$ cat src/rtl/seq_mul_pkg.sv
// ---------------------------------------------------------------------------
// seq_mul_pkg
//   Shared types and constants for the sequential-multiplier scheduler.
//   sched_state_t   : scheduler FSM encoding (also driven on the debug port)
//   MUL_WIDTH       : operand width of the shared multiplier
//   DEFAULT_NUM_REQ : default requester count
//   DEFAULT_TIMEOUT : default watchdog limit in WAIT cycles
// ---------------------------------------------------------------------------
package seq_mul_pkg;

    typedef enum logic [1:0] {
        S_IDLE  = 2'd0,
        S_ISSUE = 2'd1,
        S_WAIT  = 2'd2,
        S_RESP  = 2'd3
    } sched_state_t;

    localparam int MUL_WIDTH       = 16;
    localparam int DEFAULT_NUM_REQ = 4;
    localparam int DEFAULT_TIMEOUT = 64;

endpackage

$ cat src/rtl/seq_mul_sched_if.sv
// ---------------------------------------------------------------------------
// seq_mul_sched_if
//   Bundles the requester, response and multiplier-side signals of the
//   scheduler.
//
//   Handshakes:
//     req    : transfer from requester i when req_valid[i] & req_ready[i].
//              req_ready is one-hot and only ever asserted in IDLE.
//     resp   : transfer when resp_valid & resp_ready; resp_id, resp_product
//              and resp_err are held stable while resp_valid waits for ready.
//     mul    : mul_start is a single-cycle pulse; operands are held until the
//              result is taken; mul_product is valid while mul_ready is high.
//
//   Modports:
//     slave  : the scheduler side
//     master : the environment (requesters, consumer, multiplier)
// ---------------------------------------------------------------------------
interface seq_mul_sched_if #(
    parameter int NUM_REQ = seq_mul_pkg::DEFAULT_NUM_REQ,
    parameter int WIDTH   = seq_mul_pkg::MUL_WIDTH
);
    localparam int ID_W = $clog2(NUM_REQ);

    logic [NUM_REQ-1:0]       req_valid;
    logic [NUM_REQ-1:0]       req_ready;
    logic [NUM_REQ*WIDTH-1:0] req_a;
    logic [NUM_REQ*WIDTH-1:0] req_b;

    logic                     resp_valid;
    logic                     resp_ready;
    logic [ID_W-1:0]          resp_id;
    logic [2*WIDTH-1:0]       resp_product;
    logic                     resp_err;

    logic                     mul_start;
    logic [WIDTH-1:0]         mul_multiplicand;
    logic [WIDTH-1:0]         mul_multiplier;
    logic                     mul_ready;
    logic [2*WIDTH-1:0]       mul_product;

    modport slave (
        input  req_valid, req_a, req_b, resp_ready, mul_ready, mul_product,
        output req_ready, resp_valid, resp_id, resp_product, resp_err,
               mul_start, mul_multiplicand, mul_multiplier
    );

    modport master (
        output req_valid, req_a, req_b, resp_ready, mul_ready, mul_product,
        input  req_ready, resp_valid, resp_id, resp_product, resp_err,
               mul_start, mul_multiplicand, mul_multiplier
    );

endinterface

$ cat src/rtl/seq_mul_sched_rr_arbiter.sv
// ---------------------------------------------------------------------------
// rr_arbiter
//   Combinational round-robin picker. Searches req starting at index ptr and
//   wrapping at N-1 -> 0; the first set bit wins. The pointer register lives
//   in the parent so this block carries no state.
//
//   Ports:
//     req       in  N    request vector
//     ptr       in  IDW  highest-priority index (must be < N)
//     grant     out N    one-hot winner (all zero when no request)
//     grant_id  out IDW  encoded winner
//     grant_any out 1    at least one request present
// ---------------------------------------------------------------------------
module rr_arbiter #(
    parameter  int N   = 4,
    localparam int IDW = $clog2(N)
) (
    input  logic [N-1:0]   req,
    input  logic [IDW-1:0] ptr,
    output logic [N-1:0]   grant,
    output logic [IDW-1:0] grant_id,
    output logic           grant_any
);

    // Index ptr+off reduced modulo N; correct for non-power-of-two N.
    function automatic logic [IDW-1:0] wrap_add(input logic [IDW-1:0] base, input int off);
        int sum;
        sum = int'(base) + off;
        if (sum >= N) begin
            sum = sum - N;
        end
        return IDW'(sum);
    endfunction

    always_comb begin
        grant     = '0;
        grant_id  = '0;
        grant_any = 1'b0;
        for (int k = 0; k < N; k++) begin
            if (!grant_any && req[wrap_add(ptr, k)]) begin
                grant_any = 1'b1;
                grant_id  = wrap_add(ptr, k);
            end
        end
        if (grant_any) begin
            grant[grant_id] = 1'b1;
        end
    end

endmodule

$ cat src/rtl/seq_mul_sched.sv
// ---------------------------------------------------------------------------
// seq_mul_sched
//   Shares one sequential signed multiplier among NUM_REQ requesters.
//   Round-robin grant in IDLE, a one-cycle start pulse in ISSUE, a wait for
//   the multiplier's ready in WAIT (with a watchdog), and a held response in
//   RESP tagged with the owning requester. Only one operation is in flight.
//
//   Ports:
//     clk        in   clock, rising edge
//     rst        in   asynchronous reset, active low
//     bus        slave modport of seq_mul_sched_if (requests, response,
//                multiplier start/operands/ready/product)
//     dbg_state  out  current FSM state
//
//   Parameters:
//     NUM_REQ  requester count (>= 2)
//     WIDTH    operand width, product is 2*WIDTH
//     TIMEOUT  WAIT cycles before an error response (>= WIDTH+4)
// ---------------------------------------------------------------------------
module seq_mul_sched
    import seq_mul_pkg::*;
#(
    parameter  int NUM_REQ = DEFAULT_NUM_REQ,
    parameter  int WIDTH   = MUL_WIDTH,
    parameter  int TIMEOUT = DEFAULT_TIMEOUT,
    localparam int ID_W    = $clog2(NUM_REQ)
) (
    input  logic                  clk,
    input  logic                  rst,
    seq_mul_sched_if.slave        bus,
    output sched_state_t          dbg_state
);

    localparam int WD_W = $clog2(TIMEOUT + 1);

    sched_state_t        state, state_n;
    logic [ID_W-1:0]     rr_ptr;
    logic [ID_W-1:0]     ptr_next;
    logic [ID_W-1:0]     gnt_id;
    logic [NUM_REQ-1:0]  gnt_onehot;
    logic                gnt_any;
    logic                issue_grant;

    logic [ID_W-1:0]     id_q;
    logic [WIDTH-1:0]    a_q;
    logic [WIDTH-1:0]    b_q;
    logic [2*WIDTH-1:0]  prod_q;
    logic                err_q;
    logic [WD_W-1:0]     wd_cnt;

    logic                ready_seen;
    logic                wd_expired;

    rr_arbiter #(.N(NUM_REQ)) u_arb (
        .req       (bus.req_valid),
        .ptr       (rr_ptr),
        .grant     (gnt_onehot),
        .grant_id  (gnt_id),
        .grant_any (gnt_any)
    );

    // wd_cnt is zero in the first WAIT cycle: a ready still high from the
    // previous operation must not be mistaken for this one's result.
    assign ready_seen = bus.mul_ready && (wd_cnt != '0);
    // wd_cnt holds completed WAIT cycles, so this is the TIMEOUT-th one.
    assign wd_expired = (wd_cnt == WD_W'(TIMEOUT - 1));

    assign ptr_next = (gnt_id == ID_W'(NUM_REQ - 1)) ? '0 : gnt_id + ID_W'(1);

    // Next-state logic; grants are suppressed while reset is held.
    always_comb begin
        state_n     = state;
        issue_grant = 1'b0;
        case (state)
            S_IDLE: begin
                if (gnt_any && rst) begin
                    issue_grant = 1'b1;
                    state_n     = S_ISSUE;
                end
            end
            S_ISSUE: begin
                state_n = S_WAIT;
            end
            S_WAIT: begin
                if (ready_seen || wd_expired) begin
                    state_n = S_RESP;
                end
            end
            S_RESP: begin
                if (bus.resp_ready) begin
                    state_n = S_IDLE;
                end
            end
            default: begin
                state_n = S_IDLE;
            end
        endcase
    end

    always_ff @(posedge clk or negedge rst) begin
        if (!rst) begin
            state <= S_IDLE;
        end else begin
            state <= state_n;
        end
    end

    always_ff @(posedge clk or negedge rst) begin
        if (!rst) begin
            rr_ptr <= '0;
            id_q   <= '0;
            a_q    <= '0;
            b_q    <= '0;
            prod_q <= '0;
            err_q  <= 1'b0;
            wd_cnt <= '0;
        end else begin
            case (state)
                S_IDLE: begin
                    if (issue_grant) begin
                        id_q   <= gnt_id;
                        a_q    <= bus.req_a[int'(gnt_id)*WIDTH +: WIDTH];
                        b_q    <= bus.req_b[int'(gnt_id)*WIDTH +: WIDTH];
                        rr_ptr <= ptr_next;
                    end
                end
                S_ISSUE: begin
                    wd_cnt <= '0;
                end
                S_WAIT: begin
                    wd_cnt <= wd_cnt + WD_W'(1);
                    // A real result wins over a simultaneous expiry.
                    if (ready_seen) begin
                        prod_q <= bus.mul_product;
                        err_q  <= 1'b0;
                    end else if (wd_expired) begin
                        prod_q <= '0;
                        err_q  <= 1'b1;
                    end
                end
                default: begin
                end
            endcase
        end
    end

    assign bus.req_ready        = issue_grant ? gnt_onehot : '0;
    assign bus.mul_start        = (state == S_ISSUE);
    assign bus.mul_multiplicand = a_q;
    assign bus.mul_multiplier   = b_q;
    assign bus.resp_valid       = (state == S_RESP);
    assign bus.resp_id          = id_q;
    assign bus.resp_product     = prod_q;
    assign bus.resp_err         = err_q;
    assign dbg_state            = state;

endmodule

$ cat src/flat_wrapper.sv
// flat-port wrapper written by rule: the top's interface ports become plain ports
module seq_mul_sched_flat import seq_mul_pkg::*;
#(
    parameter  int NUM_REQ = DEFAULT_NUM_REQ,
    parameter  int WIDTH   = MUL_WIDTH,
    parameter  int TIMEOUT = DEFAULT_TIMEOUT,
    localparam int ID_W    = $clog2(NUM_REQ)
)
  (clk, rst, dbg_state, bus_req_valid, bus_req_a, bus_req_b, bus_resp_ready, bus_mul_ready, bus_mul_product, bus_req_ready, bus_resp_valid, bus_resp_id, bus_resp_product, bus_resp_err, bus_mul_start, bus_mul_multiplicand, bus_mul_multiplier);
  seq_mul_sched_if #(.NUM_REQ(NUM_REQ), .WIDTH(WIDTH)) bus_i ();
  input  logic clk;
  input  logic rst;
  output sched_state_t dbg_state;
  input wire logic [$bits(bus_i.req_valid)-1:0] bus_req_valid;
  input wire logic [$bits(bus_i.req_a)-1:0] bus_req_a;
  input wire logic [$bits(bus_i.req_b)-1:0] bus_req_b;
  input wire logic [$bits(bus_i.resp_ready)-1:0] bus_resp_ready;
  input wire logic [$bits(bus_i.mul_ready)-1:0] bus_mul_ready;
  input wire logic [$bits(bus_i.mul_product)-1:0] bus_mul_product;
  output wire logic [$bits(bus_i.req_ready)-1:0] bus_req_ready;
  output wire logic [$bits(bus_i.resp_valid)-1:0] bus_resp_valid;
  output wire logic [$bits(bus_i.resp_id)-1:0] bus_resp_id;
  output wire logic [$bits(bus_i.resp_product)-1:0] bus_resp_product;
  output wire logic [$bits(bus_i.resp_err)-1:0] bus_resp_err;
  output wire logic [$bits(bus_i.mul_start)-1:0] bus_mul_start;
  output wire logic [$bits(bus_i.mul_multiplicand)-1:0] bus_mul_multiplicand;
  output wire logic [$bits(bus_i.mul_multiplier)-1:0] bus_mul_multiplier;
  assign bus_i.req_valid = bus_req_valid;
  assign bus_i.req_a = bus_req_a;
  assign bus_i.req_b = bus_req_b;
  assign bus_i.resp_ready = bus_resp_ready;
  assign bus_i.mul_ready = bus_mul_ready;
  assign bus_i.mul_product = bus_mul_product;
  assign bus_req_ready = bus_i.req_ready;
  assign bus_resp_valid = bus_i.resp_valid;
  assign bus_resp_id = bus_i.resp_id;
  assign bus_resp_product = bus_i.resp_product;
  assign bus_resp_err = bus_i.resp_err;
  assign bus_mul_start = bus_i.mul_start;
  assign bus_mul_multiplicand = bus_i.mul_multiplicand;
  assign bus_mul_multiplier = bus_i.mul_multiplier;
  seq_mul_sched #(.NUM_REQ(NUM_REQ), .WIDTH(WIDTH), .TIMEOUT(TIMEOUT)) u_core (.clk(clk), .rst(rst), .bus(bus_i), .dbg_state(dbg_state));
endmodule
$ cat config.mk
export PLATFORM = sky130hd
export DESIGN_NAME = seq_mul_sched_flat
export DESIGN_NICKNAME = d
export VERILOG_FILES = /design/src/rtl/seq_mul_pkg.sv /design/src/rtl/seq_mul_sched_if.sv /design/src/rtl/seq_mul_sched_rr_arbiter.sv /design/src/rtl/seq_mul_sched.sv /design/src/flat_wrapper.sv
export SDC_FILE = /design/constraint.sdc
export NUM_CORES = 1
export LEC_CHECK = 0
export ABC_CLOCK_PERIOD_IN_PS = 4400
export BUFFER_PORTS_ARGS = -buffer_cell sky130_fd_sc_hd__buf_2
export CAP_MARGIN = 0
export CORE_MARGIN = 2
export CORE_UTILIZATION = 30
export CTS_CLUSTER_SIZE = 12
export DETAILED_ROUTE_END_ITERATION = 10
export PLACE_DENSITY = 0.62
export SLEW_MARGIN = 25
export SYNTH_ARGS = -nofsm -noshare
export SYNTH_HDL_FRONTEND = slang
export SYNTH_HIERARCHICAL = 1
export SYNTH_SLANG_ARGS = --single-unit
$ cat constraint.sdc
create_clock -name clk -period 4.4 [get_ports clk]
set_clock_uncertainty 0.15 [all_clocks]
set_input_delay 0.88 -clock clk [delete_from_list [all_inputs] [get_ports clk]]
set_output_delay 0.88 -clock clk [all_outputs]
set_load 0.01 [all_outputs]
==> flow_metrics.tcl <==
set metrics [dict create \
    post-cts-setup-buffers 0 \
    synth.distinct_cells 38 \
    synth_top_area_frac 0.480 \
    grt_first_pass_wirelength_mm 17.7 \
    crit_slowest_cell "buf_4" \
    synthFlopType "dfrtp_1" \
    ctsLongestPathBuffers 2 \
    track_usage 0.158 \
    slew_headroom 0.449 \
    vias 3461 \
    crit_buf_inv 2 \
    worstSetupEndpointType "output pin" \
    drt_iter0_drc 93 \
    finalMaxSlewViolations 0 \
    clock_sinks 78 \
    num_rows 42 \
    ctsHoldBuffers 0 \
    synth_top_cells_by_count "78 x dfrtp_1, 36 x mux2_2, 33 x a22o_1, 32 x mux4_2, 17 x inv_1" \
    drv_cap 0 \
    required_ps 3370 \
    synth_compound_area_frac 0.119 \
    rsz0062_at_grt "no" \
    synth_seq_area_share 0.480 \
    dieArea_sq_mm 0.0145 \
    async_flop_share 1.00 \
    synth-seq-cells 78 \
    synth_area_sq_mm 0.00407 \
    synth.area.top_cells "dfrtp_1 48%, mux4_2 18%, mux2_2 10%, a22o_1 7.1%, ha_1 2.2%" \
    post_dp_cell_area_sq_mm 0.00542 \
    setup_tns_ps 0 \
    cts.clk_slew.worst_paths_ps 60 \
    synth_warnings 6 \
    antenna_found_initial 2 \
    drc_errors 0 \
    worstPathArrival_ps 1980 \
    worstMarginPinSlew_ps 823 \
    post-route-period-util 0.684 \
    peakVddDrop_v 0.000250 \
    drtPass1Iterations 4 \
    synth_top_area_cell "dfrtp_1" \
    postCtsResizedCells 0 \
    synth_edf_count 0 \
    critPathKind "input pin to output pin" \
    hold_viol 0 \
    wl_per_cell_microns 16.0 \
    core_area_sq_mm 0.0132 \
    synthSimpleGateAreaFrac 0.0443 \
    cpPeakStageDelay_ps 410 \
    critPathLaunchType "input pin" \
    synth-xor-area-share 0.00215 \
    final_area_sq_mm 0.00574 \
    fillers 1274 \
    synth_most_common_cell "dfrtp_1" \
    min_path_type "register to register" \
    status "complete, no violations" \
    synthToLayoutAreaGrowth_pct 41.1 \
    finalPower_mw 3.76 \
    p_per_area_mw_per_mm2 655 \
    critPathMaxFanout 38 \
    ant_nets 0 \
    clock_latency_ps 340 \
    synthAdderAreaFrac 0.0215 \
    grt_start_max_net_pins 44 \
    fmax_mhz 332 \
    grt_pass1_vias 3521 \
    worstPathCellList "buf_4 > nand3_2 > nor2_1 > buf_2" \
    vias_per_cell 4.86 \
    dieWidth_microns 120 \
    pin_count 243 \
    numCtsBuffers 9 \
    globalRouteOverflowTotal 0 \
    cts_max_level 3 \
    routed_wl_mm 11.4 \
    drive_gt1_frac 0.629 \
    start_util 0.307 \
    crit_family "buffers and inverters" \
    synth.avg_cell_area_sq_um 13.6 \
    die_height_microns 120 \
    synth_mux_area_frac 0.282 \
    root_buffer "clkbuf_16" \
    synthesis.instances 298 \
    dpl.hpwl_mm 8.58 \
    p_leak_nw 2.87 \
    finalNetCount 705 \
    fin_crit_ps 3010 \
    syn-num-nets 473 \
    setup_violations 0 \
    cts_tree "built" \
    synth_top_family_by_area "multiplexers" \
    gp_congestion 0.770 \
    port_buffers 242 \
]
sequential cells by signal, summed over array words and instances, names as in the netlist:
register	count
u_core/rr_ptr	2
u_core/bus.mul_multiplier	16
u_core/bus.resp_err	1
u_core/bus.resp_id	2
u_core/wd_cnt	7
u_core/bus.mul_multiplicand	16
u_core/dbg_state	2
u_core/bus.resp_product	32
area by class of cell:
class,instances,area (sq um),share of cell area
Antenna cell,2,5.00,0.000872
Clock buffer,9,225,0.0392
Clock inverter,6,87.6,0.0153
Inverter,17,63.8,0.0111
Multi-Input combinational cell,178,1940,0.338
Sequential cell,78,1950,0.340
Tap cell,176,220,0.0384
Timing Repair Buffer,246,1240,0.217
power by group:
group          internal [mW]  switching, mW  leakage, nW
clock                  0.493          0.286        0.155
combinational          0.899          0.812         1.75
sequential              1.07          0.204        0.964
total                   2.46           1.30         2.87
worst paths after layout:
kind	from	to	slack, ps	cells past startpoint
max reg2reg	u_core/rr_ptr[1]$_DFFE_PN0P_	u_core/bus.mul_multiplier[7]$_DFFE_PN0P_	1500	6
min reg2reg	u_core/bus.resp_product[14]$_DFFE_PN0P_	u_core/bus.resp_product[14]$_DFFE_PN0P_	340	1
max	rst	bus_req_ready[0]	1390	4
max in group asynchronous	rst	u_core/bus.mul_multiplier[12]$_DFFE_PN0P_	2810	2
min	u_core/bus.resp_product[14]$_DFFE_PN0P_	u_core/bus.resp_product[14]$_DFFE_PN0P_	340	1
min in group asynchronous	rst	u_core/wd_cnt[6]$_DFFE_PN0P_	360	1
cell families after synthesis:
kind of cell / count (synthesis)
AOI/OAI and AO/OA: 64
xor gates and xnor gates: 1
adders and majority gates: 7
buffers and inverters: 42
DFF: 78
muxes: 70
and+or+nand+nor: 36
metrics by stage:
stage	setup slack, ps	utilization	cells	hold slack (ps)
floorplan	1320	-	298	379
global placement	1140	0.409	695	327
detailed placement	1100	0.409	695	329
CTS	1300	0.433	710	347
global route	1230	0.433	712	361
finish	1390	0.433	712	344
per-layer routing:
| layer | up-vias | routed length, microns | part of all wire | global-route usage |
|---|---|---|---|---|
| met5 | - | 0 | 0 | 0 |
| met4 | 0 | 200 | 0.018 | 0.0574 |
| met3 | 13 | 1090 | 0.096 | 0.0561 |
| met2 | 179 | 5670 | 0.50 | 0.271 |
| met1 | 1672 | 4400 | 0.39 | 0.181 |
| li1 | 1597 | - | - | - |
cells in the final DEF, fill, tap and decap left out, types with 3 or more instances in the layout:
master     netlist  routed
buf_2           11     241
dfrtp_1         78      78
mux2_2          36      36
a22o_1          33      33
mux4_2          32      32
inv_1           17      17
nor2_1          12      12
a21oi_1         10      10
clkbuf_16        0       9
o21ai_0          8       8
ha_1             7       7
buf_4            0       5
nand2_1          5       5
nor2b_1          3       3
nand3_1          4       3
worst register-to-register path: stages (launching register included):
cell,delay (ps)
dfrtp_1,590
mux2i_1,230
nor2_1,80
a311oi_4,250
buf_4,570
mux4_2,630
mux2_2,280
(Power assumes the default switching activity.)
